--- src/rtl/note_sequencer.sv ---
// Queued note player: buffers {note, duration} entries and plays them one at a time.
// Each note is followed by a silent gap. Durations are counted in prescaled ticks.
module note_sequencer #(
  parameter int TICK_DIV  = 120000,
  parameter int GAP_TICKS = 2,
  parameter int DEPTH     = 8
) (
  input  logic       clk12MHz,
  input  logic       rstn,
  input  logic       flush,
  input  logic       wr_valid,
  input  logic [7:0] wr_note,
  input  logic [7:0] wr_dur,
  output logic       wr_ready,
  output logic [7:0] midi_note,
  output logic       note_start,
  output logic       busy,
  output logic [4:0] level
);

  localparam int          AW        = $clog2(DEPTH);
  localparam logic [16:0] TICK_LAST = 17'(TICK_DIV - 1);
  localparam logic [7:0]  GAP_LAST  = 8'((GAP_TICKS > 0) ? GAP_TICKS - 1 : 0);
  localparam logic [4:0]  DEPTH_L   = 5'(DEPTH);
  localparam logic        HAS_GAP   = (GAP_TICKS != 0);

  typedef enum logic [1:0] {
    IDLE = 2'd0,
    NOTE = 2'd1,
    GAP  = 2'd2
  } state_t;

  state_t         state_reg, state_next;
  logic [7:0]     midi_note_reg, midi_note_next;
  logic           note_start_reg, note_start_next;
  logic [4:0]     level_reg, level_next;
  logic [AW-1:0]  wr_ptr_reg, wr_ptr_next;
  logic [AW-1:0]  rd_ptr_reg, rd_ptr_next;
  logic [16:0]    cyc_cnt_reg, cyc_cnt_next;
  logic [7:0]     tick_cnt_reg, tick_cnt_next;
  logic [7:0]     dur_reg, dur_next;

  logic [7:0]     note_mem [DEPTH];
  logic [7:0]     dur_mem  [DEPTH];

  logic [7:0]     head_note, head_dur;
  logic           push, pop, pop_slot, tick_end, note_end, gap_end;

  // Head is read combinationally so an entry written into an idle, empty queue
  // can start sounding on the very next edge.
  assign head_note = note_mem[rd_ptr_reg];
  assign head_dur  = dur_mem[rd_ptr_reg];

  assign wr_ready = (level_reg != DEPTH_L);
  assign push     = wr_valid && wr_ready && !flush;

  assign tick_end = (cyc_cnt_reg == TICK_LAST);
  assign note_end = (state_reg == NOTE) && tick_end && (tick_cnt_reg == dur_reg - 8'd1);
  assign gap_end  = (state_reg == GAP) && tick_end && (tick_cnt_reg == GAP_LAST);
  // With no gap configured the end of a note is itself the decision point.
  assign pop_slot = (state_reg == IDLE) || gap_end || (note_end && !HAS_GAP);
  assign pop      = pop_slot && (level_reg != 5'd0) && !flush;

  always_ff @(posedge clk12MHz) begin
    if (push) begin
      note_mem[wr_ptr_reg] <= wr_note;
      dur_mem[wr_ptr_reg]  <= wr_dur;
    end
  end

  // State register
  always_ff @(posedge clk12MHz or negedge rstn) begin
    if (!rstn) begin
      state_reg      <= IDLE;
      midi_note_reg  <= 8'd0;
      note_start_reg <= 1'b0;
      level_reg      <= 5'd0;
      wr_ptr_reg     <= '0;
      rd_ptr_reg     <= '0;
      cyc_cnt_reg    <= 17'd0;
      tick_cnt_reg   <= 8'd0;
      dur_reg        <= 8'd0;
    end else begin
      state_reg      <= state_next;
      midi_note_reg  <= midi_note_next;
      note_start_reg <= note_start_next;
      level_reg      <= level_next;
      wr_ptr_reg     <= wr_ptr_next;
      rd_ptr_reg     <= rd_ptr_next;
      cyc_cnt_reg    <= cyc_cnt_next;
      tick_cnt_reg   <= tick_cnt_next;
      dur_reg        <= dur_next;
    end
  end

  // Next-state logic
  always_comb begin
    state_next = state_reg;
    if (flush) begin
      state_next = IDLE;
    end else if (pop) begin
      state_next = (head_dur != 8'd0) ? NOTE : IDLE;
    end else if (pop_slot) begin
      state_next = IDLE;
    end else if (note_end) begin
      state_next = GAP;
    end
  end

  // Output logic
  always_comb begin
    midi_note_next  = midi_note_reg;
    note_start_next = 1'b0;
    if (flush) begin
      midi_note_next = 8'd0;
    end else if (pop) begin
      midi_note_next  = (head_dur != 8'd0) ? head_note : 8'd0;
      note_start_next = (head_dur != 8'd0);
    end else if (note_end) begin
      midi_note_next = 8'd0;
    end
  end

  // Queue bookkeeping and tick counters
  always_comb begin
    wr_ptr_next   = push ? wr_ptr_reg + AW'(1) : wr_ptr_reg;
    rd_ptr_next   = pop ? rd_ptr_reg + AW'(1) : rd_ptr_reg;
    level_next    = level_reg;
    dur_next      = pop ? head_dur : dur_reg;
    cyc_cnt_next  = cyc_cnt_reg;
    tick_cnt_next = tick_cnt_reg;
    case ({push, pop})
      2'b10:   level_next = level_reg + 5'd1;
      2'b01:   level_next = level_reg - 5'd1;
      default: level_next = level_reg;
    endcase
    // Counters restart on every state entry so each phase lasts exact whole ticks.
    if (flush || pop_slot || note_end || state_reg == IDLE) begin
      cyc_cnt_next  = 17'd0;
      tick_cnt_next = 8'd0;
    end else if (tick_end) begin
      cyc_cnt_next  = 17'd0;
      tick_cnt_next = tick_cnt_reg + 8'd1;
    end else begin
      cyc_cnt_next  = cyc_cnt_reg + 17'd1;
    end
    if (flush) begin
      wr_ptr_next = '0;
      rd_ptr_next = '0;
      level_next  = 5'd0;
      dur_next    = 8'd0;
    end
  end

  assign midi_note  = midi_note_reg;
  assign note_start = note_start_reg;
  assign level      = level_reg;
  assign busy       = (state_reg != IDLE) || (level_reg != 5'd0);

endmodule
--- config.mk ---
export PLATFORM = sky130hd
export DESIGN_NAME = note_sequencer
export DESIGN_NICKNAME = d
export VERILOG_FILES = /design/src/rtl/note_sequencer.sv
export SDC_FILE = /design/constraint.sdc
export NUM_CORES = 1
export LEC_CHECK = 0
export CAP_MARGIN = 20
export CORE_ASPECT_RATIO = 0.6
export CORE_MARGIN = 3
export CORE_UTILIZATION = 55
export DETAILED_ROUTE_END_ITERATION = 10
export PLACE_DENSITY = 0.73
export REMOVE_ABC_BUFFERS = 1
export SKIP_CTS_REPAIR_TIMING = 1
export SYNTH_ARGS = -nofsm -noshare
export SYNTH_HDL_FRONTEND = slang
export SYNTH_SLANG_ARGS = --single-unit
export TNS_END_PERCENT = 100
--- constraint.sdc ---
create_clock -name clk12MHz -period 5.1 [get_ports clk12MHz]
set_input_delay 1.275 -clock clk12MHz [delete_from_list [all_inputs] [get_ports clk12MHz]]
set_output_delay 1.275 -clock clk12MHz [all_outputs]
set_load 0.02 [all_outputs]
==> results of run 1 <==
==> power groups by stage <==
stage / Combinational (mW) / Clock (mW) / Sequential, mW
after floorplan: 0.732 / 0 / 1.94
after global placement: 1.13 / 0 / 1.92
after detailed placement: 1.16 / 0 / 1.93
after CTS: 1.17 / 1.31 / 1.89
after global routing: 1.27 / 1.38 / 1.92
final: 1.17 / 1.29 / 1.89
==> how the worst max path moves through the flow <==
stage,startpoint,endpoint,slack (ps),cells after the start
CTS,level[1],busy,1370,4
floorplan,wr_valid,dur_mem[0][0],1820,3
global placement,flush,level[4],1560,11
global route,tick_cnt_reg[2],level[4],1110,12
finish,level[0],busy,1360,4
detailed placement,flush,level[4],1400,11
==> layout make-up <==
cell class / instances / area, sq um / share of cell area (%)
sequential: 183 / 5220 / 57.2
multi-input combinational: 304 / 2600 / 28.5
timing repair buffer: 48 / 443 / 4.85
clock buffer: 17 / 425 / 4.66
tap: 192 / 240 / 2.63
clock inverter: 15 / 154 / 1.69
inverter: 12 / 45.0 / 0.493
==> synthesized netlist by cell type, types with 8 or more instances <==
library cell  count  share of area (%)
mux2i_1          17                2.1
clkbuf_1         11               0.52
a41o_1            8                1.0
xnor2_1          18                2.0
nor2_1           46                2.2
mux4_2           32                9.0
nor3_1           10               0.63
a21oi_1          10               0.63
edfxtp_1        128                 48
nand3_1          17                1.1
ha_1              9                1.4
inv_1            12               0.56
nand2_1          19               0.89
nand2b_1          8               0.63
dfrtp_1          55                 17
o21ai_0           8               0.50
nor4_1           19                1.5
a211oi_1          9               0.85
xor2_1           19                2.1
==> worst max-delay path, cell delays in order, from the launching register on <==
cell and delay, ps:
dfrtp_1 450, nor4_1 510, nor2b_1 420, nand2_1 110, clkdlybuf4s50_1 560
==> metrics by stage <==
stage,utilization (%),setup WS [ps],cells
finish,65.6,1360,771
detailed placement,61.4,1400,739
global placement,61.4,1560,739
global route,65.6,1110,771
CTS,65.6,1370,771
floorplan,-,1820,499
==> per-layer routing <==
layer / share of wire, % / vias up
li1: - / 2112
met1: 45 / 2375
met2: 46 / 188
met3: 7.0 / 28
met4: 1.5 / 0
met5: 0 / -
==> cell families (layout without fill, tap and decap cells) <==
kind of cell / Yosys count / after routing
compound gates: 49 / 49
xor+xnor: 37 / 37
fa+ha+maj: 10 / 10
buf+inv: 36 / 92
flops: 183 / 183
mux: 49 / 49
simple gates: 159 / 159
==> flow_summary_export.csv, run 1 <==
group,metric,value,unit
outcome,run_status,"complete, no violations",
timing,worst_pin_slew,1080,ps
yosys,syn_avg_cell_area,15.3,sq um
place,hpwlAfterDp,10300,um
timing,maxSlewHeadroom,27.2,%
timing,setup_viol,0,
timing,holdWs,495,ps
hold_path,holdCritStartpoint,"cyc_cnt_reg[0]",
worst_setup_path,cp-end-kind,"output pin",
clock_tree,cts.sinks,183,
pwr,p_comb_share,26.9,%
pwr,p_switching,1.40,mW
yosys,synth_compound_area_share,4.76,%
timing,finalCriticalPeriod,3740,ps
yosys,synthMuxAreaShare,11.2,%
global_route,met2_usage,32.5,%
clock_tree,root_buffer,"clkbuf_16",
worst_setup_path,critPathKind,"reg -> out",
detailed_routing,num_vias,4703,
global_route,grt_pass1_vias,4785,
finish,syn_to_final_growth,14.3,%
clock_tree,cts_buffers,17,
die,io_pins,36,
yosys,ys_ff_latch,183,
yosys,ys_async_sr_fraction,30.1,%
pwr,irDropWorstVdd,0.234,mV
yosys,synthXorXnorAreaFrac,4.06,%
die,die_h,99.3,um
worst_setup_path,worstPathMaxFanout,6,
finish,final_common_cell,"edfxtp_1",
die,dieWidth,162,um
global_route,grt.overflow.total,0,
worst_setup_path,crit_arrival,2460,ps
clock_tree,cts_max_level,4,
die,fp-row-count,33,
timing,clock.fmax,0.268,GHz
global_route,grt-busiest-layer,"met2",
global_route,grt_usage,21.8,%
yosys,seq_area_frac_synth,65.4,%
global_route,antenna_found_initial,0,
global_route,gr-usage-met1,32.4,%
detailed_routing,via_per_inst,6.10,
pwr,cellLeakagePower,3.21,nW
job,cap_violations,0,
worst_setup_path,reg2regPathDepth,12,
hold_path,hold_path_end,"cyc_cnt_reg[0]",
global_route,use_met3,5.33,%
place,port_buffers,35,
timing,period_share,73.3,%
detailed_routing,dr.pass1.iters,5,
timing,finClkSkew,9.65,ps
yosys,synth_fa_ha_area_share,1.66,%
yosys,yosys.area_share.simple,10.8,%
pwr,power.density,476,mW/mm^2
timing,hold_viol,0,
die,die-area,0.0160,sq mm
hold_path,hp-class,"reg -> reg",
clock_tree,path_clk_slew,70,ps
worst_setup_path,rr_endpoint,"level[4]",
detailed_routing,wl,16100,um
detailed_routing,drtIter0Drc,502,
pwr,swShare,32.3,%
pwr,power_frac_clock,29.6,%
worst_setup_path,crit_required,3830,ps
finish,final_area,0.00913,sq mm
finish,diodes,0,
pwr,seq_power_share,43.6,%
yosys,synthFlopType,"edfxtp_1",
clock_tree,insertion_delay,420,ps
timing,grt_setup_unrepaired,"no",
worst_setup_path,r2r_slack,1400,ps
yosys,synth.cell_area,0.00799,sq mm
die,core-area,0.0139,sq mm
finish,fin_nets,596,
global_route,grt_max_degree,56,
pwr,p_int,2.94,mW
detailed_routing,drc,0,
finish,nFillCells,994,
finish,drive_above_1_share,16.1,%
yosys,synth_top_family_by_area,"multiplexers",
worst_setup_path,critPathLaunchType,"register",
clock_tree,cts_tree,"yes",
pwr,fin_total_pwr,4.34,mW
global_route,grt_pass1_wl,26700,um
place,placed_area,0.00855,sq mm
hold_path,min_path_cells,1,
worst_setup_path,rr_startpoint,"tick_cnt_reg[2]",
yosys,synth_warnings,0,
detailed_routing,route.detailed.wl_per_inst,20.9,um
yosys,yosysUniqueCellTypes,58,
clock_tree,clock_path_buffers,2,
die,start_util,57.4,%
yosys,netlist_instances,523,
detailed_routing,ant_nets,0,
timing,tns,0,ps
timing,slew_viol_final,0,
place,routabilityCongestion,0.897,
finish,final_cell_mix,"edfxtp_1 (128), dfrtp_1 (53), nor2_1 (46)",
yosys,synth_edf_count,128,
No activity file was read; power rests on OpenSTA's default activity.
==> run 2, diff against run 1 <==
==> constraint.sdc (replaced) <==
create_clock -name clk12MHz -period 3.7 [get_ports clk12MHz]
set_input_delay 0.925 -clock clk12MHz [delete_from_list [all_inputs] [get_ports clk12MHz]]
set_output_delay 0.925 -clock clk12MHz [all_outputs]
set_load 0.02 [all_outputs]
==> run 2 against run 1 <==
Clock power up 32%. Sequential power increased by 35%. Design area increased by 0.25%. Die area unchanged. Critical path type unchanged. Setup slack worse by 1000 ps.
==> flow_summary_export.csv, run 2 (synthesis gave the netlist of run 1 again) <==
group,metric,value,unit
outcome,run_status,"complete, no violations",
finish,nFillCells,987,
timing,maxSlewHeadroom,43.2,%
clock_tree,cts_max_level,4,
global_route,met2_usage,33.5,%
worst_setup_path,worstPathMaxFanout,5,
timing,tns,0,ps
worst_setup_path,critPathKind,"reg -> out",
detailed_routing,num_vias,4711,
worst_setup_path,crit_required,2770,ps
detailed_routing,ant_nets,0,
pwr,irDropWorstVdd,0.438,mV
timing,grt_setup_unrepaired,"no",
timing,period_share,90.1,%
clock_tree,cts_tree,"yes",
finish,syn_to_final_growth,14.6,%
clock_tree,path_clk_slew,70,ps
timing,finalCriticalPeriod,3330,ps
finish,drive_above_1_share,16.2,%
die,fp-row-count,33,
detailed_routing,drc,0,
global_route,grt_max_degree,32,
clock_tree,cts.sinks,183,
die,die-area,0.0160,sq mm
die,io_pins,36,
place,pre_cts_ws,485,ps
detailed_routing,wl,16300,um
job,cap_violations,0,
global_route,grt.overflow.total,0,
finish,diodes,0,
clock_tree,clock_path_buffers,2,
detailed_routing,drtIter0Drc,408,
timing,slew_viol_final,0,
pwr,power.density,650,mW/mm^2
finish,fin_util,65.8,%
place,placed_area,0.00859,sq mm
worst_setup_path,crit_arrival,2410,ps
finish,fin_nets,603,
place,port_buffers,35,
die,dieWidth,162,um
die,core-area,0.0139,sq mm
finish,final_common_cell,"edfxtp_1",
worst_setup_path,cp-end-kind,"output pin",
die,die_h,99.3,um
pwr,cellLeakagePower,3.24,nW
global_route,grt_pass1_wl,26200,um
global_route,antenna_found_initial,0,
timing,worst_pin_slew,851,ps
pwr,fin_total_pwr,5.94,mW
place,hpwlAfterDp,10800,um
timing,setup_viol,0,
timing,clock.fmax,0.300,GHz
timing,hold_viol,0,
global_route,grt-busiest-layer,"met2",
place,routabilityCongestion,0.928,
detailed_routing,route.detailed.wl_per_inst,21.0,um
timing,finalWorstSetupSlack,368,ps
die,start_util,57.4,%
worst_setup_path,critPathLaunchType,"register",
finish,final_area,0.00915,sq mm
global_route,grt_usage,21.9,%
clock_tree,cts_buffers,17,
hold_path,hp-class,"in -> async",
timing,finClkSkew,9.18,ps
finish,final_cell_mix,"edfxtp_1 (128), dfrtp_1 (54), nor2_1 (46)",
worst_setup_path,cp_slowest_stage_delay,550,ps
global_route,use_met3,5.08,%
global_route,gr-usage-met1,31.8,%
worst_setup_path,path_cells,"nor4_1 -> nor2b_1 -> nand2_1 -> clkdlybuf4s50_1",
clock_tree,root_buffer,"clkbuf_16",
global_route,grt_pass1_vias,4663,
detailed_routing,via_per_inst,6.06,
worst_setup_path,crit_slowest_cell,"clkdlybuf4s50_1",
detailed_routing,dr.pass1.iters,5,
clock_tree,insertion_delay,420,ps
==> run 2: cell types whose count changed in the layout (fill, tap and decap cells not counted), sizes merged <==
cell      delta
clkinvlp     -2
clkinv       +5
buf          +6
inv          -5
clkbuf       +3
==> run 2: per-stage QoR <==
| step | instances | hold WS (ps) |
|---|---|---|
| after detailed placement | 745 | 493 |
| after global routing | 778 | 502 |
| after global placement | 745 | 468 |
| after floorplan | 499 | 455 |
| after CTS | 777 | 487 |
| final | 778 | 487 |
==> run 2: critical path: cells and delay by family, from the launching register on <==
family,cells,cell delay (ps)
and+or+nand+nor,3,1010
buffers and inverters,1,550
DFF,1,430
==> run 2: cell type report <==
class	instances	area [sq um]	share of cell area, %
sequential	183	5220	57.1
tap	192	240	2.63
timing repair buffer	55	493	5.39
multi-input combinational	304	2600	28.4
clock inverter	13	120	1.31
inverter	12	45.0	0.492
clock buffer	19	433	4.73
==> run 2: metal layers <==
metal	share of wire (%)	up-vias	wire length, um
li1	-	2123	-
met1	45	2400	7330
met2	47	168	7710
met3	6.7	20	1090
met4	1.3	0	213
met5	0	-	0
==> run 2: power by group <==
group	leakage, nW	internal (mW)	switching (mW)
clock network	0.273	0.935	0.764
registers	1.90	2.36	0.207
logic	1.06	0.770	0.912
==> run 2: path summary, 6_finish.rpt <==
kind | endpoint | from | slack, ps | depth (start not counted)
min in group clk12MHz | cyc_cnt_reg[0] | cyc_cnt_reg[0] | 490 | 1
max | busy | level[1] | 370 | 4
max reg2reg | level[4] | tick_cnt_reg[2] | 470 | 12
max in group asynchronous | rd_ptr_reg[0] | rstn | 2520 | 2
min reg2reg | cyc_cnt_reg[0] | cyc_cnt_reg[0] | 490 | 1
min | cyc_cnt_reg[11] | rstn | 490 | 1
==> run 3, diff against run 2 <==
--- a/config.mk
+++ b/config.mk
@@ -9,8 +9,10 @@
 export CORE_ASPECT_RATIO = 0.6
 export CORE_MARGIN = 3
 export CORE_UTILIZATION = 55
+export CTS_BUF_LIST = sky130_fd_sc_hd__clkbuf_16
 export DETAILED_ROUTE_END_ITERATION = 10
-export PLACE_DENSITY = 0.73
+export DONT_BUFFER_PORTS = 1
+export PLACE_DENSITY = 0.69
 export REMOVE_ABC_BUFFERS = 1
 export SKIP_CTS_REPAIR_TIMING = 1
 export SYNTH_ARGS = -nofsm -noshare
==> run 3 against run 2 <==
Clock-buffer cell count shrank 2. Critical path depth up 7. Combinational power decreased by 17%. Sequential share of layout area increased by 2.5 points. Design area down 4.2%. Global-route usage rose by 0.12 points. First-iteration DRC count is 11% higher. Non-clock buffer count shrank 40. Fmax rose by 3.6%. Total power decreased by 3.4%. Worst hold slack got worse by 300 ps. Setup slack improved by 120 ps. Largest cell class unchanged. Highest routed layer unchanged.
==> flow_summary_export.csv, run 3 (synthesis gave the netlist of run 1 again) <==
group,metric,value,unit
timing,slew_viol_final,0,
pwr,irDropWorstVdd,0.358,mV
timing,worst_pin_slew,644,ps
outcome,run_status,"complete, no violations",
timing,clock.fmax,0.311,GHz
timing,finClkSkew,10.1,ps
worst_setup_path,worstPathMaxFanout,6,
finish,final_cell_mix,"edfxtp_1 (128), dfrtp_1 (54), nor2_1 (46)",
global_route,grt.overflow.total,0,
clock_tree,cts_max_level,4,
place,port_buffers,0,
worst_setup_path,cp_num_buf_inv,1,
timing,period_share,86.9,%
die,die-area,0.0160,sq mm
timing,tns,0,ps
die,die_h,99.3,um
global_route,antenna_found_initial,0,
clock_tree,insertion_delay,430,ps
detailed_routing,dr.pass1.iters,5,
die,start_util,57.4,%
worst_setup_path,crit_top_cell,"nand2_1",
worst_setup_path,critPathKind,"reg -> reg",
finish,final_common_cell,"edfxtp_1",
place,hpwlAfterDp,10500,um
clock_tree,root_buffer,"clkbuf_16",
finish,fin_nets,563,
global_route,grt_pass1_wl,26600,um
clock_tree,cts.sinks,183,
pwr,cellLeakagePower,3.08,nW
finish,final_area,0.00877,sq mm
worst_setup_path,path_delay_family,"simple AND/OR/NAND/NOR gates",
worst_setup_path,critPathLaunchType,"register",
worst_setup_path,r2r_slack,480,ps
clock_tree,cts_buffers,17,
detailed_routing,drc,0,
place,routabilityCongestion,0.841,
timing,setup_viol,0,
finish,diodes,0,
detailed_routing,via_per_inst,6.11,
timing,finalCriticalPeriod,3220,ps
finish,nFillCells,1016,
clock_tree,cts_tree,"yes",
detailed_routing,ant_nets,0,
die,fp-row-count,33,
worst_setup_path,cp_slowest_stage_delay,520,ps
detailed_routing,wl,16400,um
finish,syn_to_final_growth,9.84,%
detailed_routing,route.detailed.wl_per_inst,22.2,um
place,placed_area,0.00821,sq mm
clock_tree,clock_path_buffers,2,
worst_setup_path,reg2regPathDepth,11,
die,dieWidth,162,um
worst_setup_path,crit_arrival,3530,ps
worst_setup_path,rr_startpoint,"level[0]",
worst_setup_path,cp-end-kind,"register",
job,cap_violations,0,
timing,grt_setup_unrepaired,"no",
pwr,power.density,655,mW/mm^2
timing,maxSlewHeadroom,56.7,%
timing,hold_viol,0,
global_route,grt_usage,22.0,%
global_route,grt_max_degree,56,
die,io_pins,36,
hold_path,hp-class,"in -> async",
global_route,grt_pass1_vias,4688,
finish,drive_above_1_share,16.3,%
worst_setup_path,crit_required,4010,ps
detailed_routing,drtIter0Drc,454,
worst_setup_path,rr_endpoint,"level[4]",
worst_setup_path,path_cells,"nor4_1 -> nand2_1 -> nand2_1 -> nand3_1 -> inv_1 -> ha_1 -> nor2b_1 -> o21ai_0 -> nand2b_1 -> or3_1 -> a32o_1",
clock_tree,path_clk_slew,70,ps
die,core-area,0.0139,sq mm
detailed_routing,num_vias,4507,
worst_setup_path,crit_slowest_cell,"dfrtp_1",
==> run 3: worst max path at each step <==
| stage | depth (start not counted) | start | slack (ps) | end |
|---|---|---|---|---|
| 5_1_grt | 11 | level[0] | 220 | level[4] |
| 3_5_place_dp | 12 | cyc_cnt_reg[13] | 530 | level[4] |
| 4_1_cts | 12 | tick_cnt_reg[2] | 510 | level[4] |
| 6_report | 11 | level[0] | 480 | level[4] |
| 2_1_floorplan | 12 | cyc_cnt_reg[13] | 520 | level[4] |
| 3_3_place_gp | 12 | tick_cnt_reg[2] | 590 | level[4] |
==> run 3: report_power, final <==
group | total [mW] | internal [mW] | switching, mW | leakage, nW
combinational | 1.39 | 0.611 | 0.783 | 0.907
sequential | 2.64 | 2.36 | 0.281 | 1.90
clock | 1.71 | 0.929 | 0.781 | 0.266
total | 5.74 | 3.90 | 1.84 | 3.08
==> run 3: metrics by stage <==
step | power [mW] | util [%] | hold WS (ps) | std cells | setup slack (ps)
after CTS | 5.77 | 63.0 | 180 | 737 | 512
after floorplan | 3.69 | - | 455 | 499 | 519
after detailed placement | 4.07 | 59.0 | 481 | 705 | 533
final | 5.74 | 63.0 | 191 | 738 | 485
after global routing | 6.04 | 63.0 | 171 | 738 | 218
after global placement | 4.03 | 59.0 | 469 | 705 | 587
==> run 3: final cells by class <==
type	count	area (sq um)	area share, %
clock buffers	17	425	4.85
repair buffers	15	113	1.28
multi-input cells	304	2600	29.6
flip-flops and latches	183	5220	59.5
inverters	12	45.0	0.514
well taps	192	240	2.74
clock inverters	15	128	1.46
==> run 3: routing by layer <==
metal	track usage (%)	vias to the layer above	part of all wire, %
met5	0	-	0
met4	6.08	0	1.3
met1	32.7	2320	46
li1	-	2039	-
met3	5.58	22	6.7
met2	32.8	126	46
==> variant (config.mk and constraints of run 3) <==
Re-encode `state_t` (3 states) as one-hot, 3 bits wide.
--- a/src/rtl/note_sequencer.sv
+++ b/src/rtl/note_sequencer.sv
@@ -24,10 +24,10 @@
   localparam logic [4:0]  DEPTH_L   = 5'(DEPTH);
   localparam logic        HAS_GAP   = (GAP_TICKS != 0);
 
-  typedef enum logic [1:0] {
-    IDLE = 2'd0,
-    NOTE = 2'd1,
-    GAP  = 2'd2
+  typedef enum logic [2:0] {
+    IDLE = 3'b001,
+    NOTE = 3'b010,
+    GAP  = 3'b100
   } state_t;
 
   state_t         state_reg, state_next;
Function: no difference found for any inputs over 10 cycles, from zero or initial values and one cycle with rstn low; not proved beyond that.
==> variant against run 3 <==
  * Total power decreased by 0.29%
  * Critical path type unchanged
  * Maximum frequency decreased by 0.89%
  * Clock skew decreased by 0.0018 ns
  * Routed wire length decreased by 7.3%
  * Sequential power decreased by 2%
  * Combinational power decreased by 4%
  * Sequential cell count increased by 1
  * Synthesized area decreased by 0.55%
  * Cell area about the same
  * Setup slack got worse by 0.029 ns
==> variant: results (changes against run 3) <==
routedWlPerCell_um: 20.4  # was 22.2 um
place_inst: 711  # was 705
pwr-share-comb_pct: 23.2  # was 24.3%
fill_cells: 1021  # was 1016
vias: 4403  # was 4507
yosysUniqueCellTypes: 60  # was 58
tightest_slew_ns: 0.916  # was 0.644 ns
cpPeakStageDelay_ns: 0.42  # was 0.52 ns
ys_top_cells_by_count: "128 x edfxtp_1, 56 x nor2_1, 55 x dfrtp_1, 25 x mux2i_1, 24 x mux4_2"  # was 128 x edfxtp_1, 55 x dfrtp_1, 46 x nor2_1, 32 x mux4_2
crit_path_start: "cyc_cnt_reg[0]"  # was level[0]
buf_share_pct: 1.45  # was 1.28%
finClkSkew_ns: 0.00839  # was 0.0101 ns
drtIter0Drc: 359  # was 454
dp_hpwl_um: 10100  # was 10500 um
clk_share_pct: 6.73  # was 6.31%
muxShareOfSynthArea_pct: 10.1  # was 11.2%
status: "complete, no violations"  # unchanged
nets: 568  # was 563
switchingPower_mw: 1.77  # was 1.84 mW
drive_above_1_share_pct: 16.2  # was 16.3%
synth_xor_area_share_pct: 3.75  # was 4.06%
clock-sinks: 184  # was 183
synth_async_sr_flop_share_pct: 30.4  # was 30.1%
track_usage_pct: 20.4  # was 22.0%
grt_max_degree: 57  # was 56
regToRegSetupSlack_ns: 0.46  # was 0.48 ns
irDropWorstVdd_mv: 0.372  # was 0.358 mV
power_leakage_nw: 3.06  # was 3.08 nW
netlist_instances: 524  # was 523
sh_seq_area_pct: 59.8  # was 59.5%
p_per_area_mw_per_mm2: 652  # was 655 mW/mm^2
postPlaceCellArea_mm2: 0.00819  # was 0.00821 mm^2
nNonClkInverters: 11  # was 12
synth.area.top_cells: "edfxtp_1 48%, dfrtp_1 17%, mux4_2 6.8%"  # was edfxtp_1 48%, dfrtp_1 17%, mux4_2 9.0%
power_frac_seq_pct: 45.3  # was 45.9%
htree_levels: 4  # unchanged
grt_pass1_wl_um: 24400  # was 26600 um
yosysSeqAreaShare_pct: 66.1  # was 65.4%
multi_input_comb_cells: 307  # was 304
wl_um: 15200  # was 16400 um
num-nonclk-buffers: 17  # was 15
synth_compound_area_share_pct: 4.87  # was 4.76%
first_pass_iters: 5  # unchanged
synth-adder-area-share_pct: 1.67  # was 1.66%
place.gp.congestion: 0.847  # was 0.841
multi_input_area_share_pct: 28.8  # was 29.6%
-- variant: changes by cell type after synthesis, moves of 7 or more --
cell | before | now
nor4_1 | 19 | 5
nand2b_1 | 8 | 16
a211oi_1 | 9 | 2
mux4_2 | 32 | 24
nor2_1 | 46 | 56
o2bb2ai_1 | 0 | 8
o221ai_1 | 0 | 7
a41o_1 | 8 | 0
mux2i_1 | 17 | 25
-- variant: metrics by stage --
step	setup slack (ns)	hold slack [ns]	total power [mW]	utilization, %
after floorplan	0.390	0.476	3.59	-
after global placement	0.711	0.490	3.92	59.0
after detailed placement	0.494	0.524	3.97	59.0
after CTS	0.485	0.174	5.77	63.3
after global routing	0.173	0.165	6.01	63.3
final	0.456	0.195	5.72	63.3
-- variant: per-layer routing --
layer,global-route usage (%),wire (um),vias up
met3,5.17,1060,19
met4,6.21,172,0
met1,30.0,7180,2231
met2,30.4,6770,143
li1,-,-,2010
met5,0,0,-
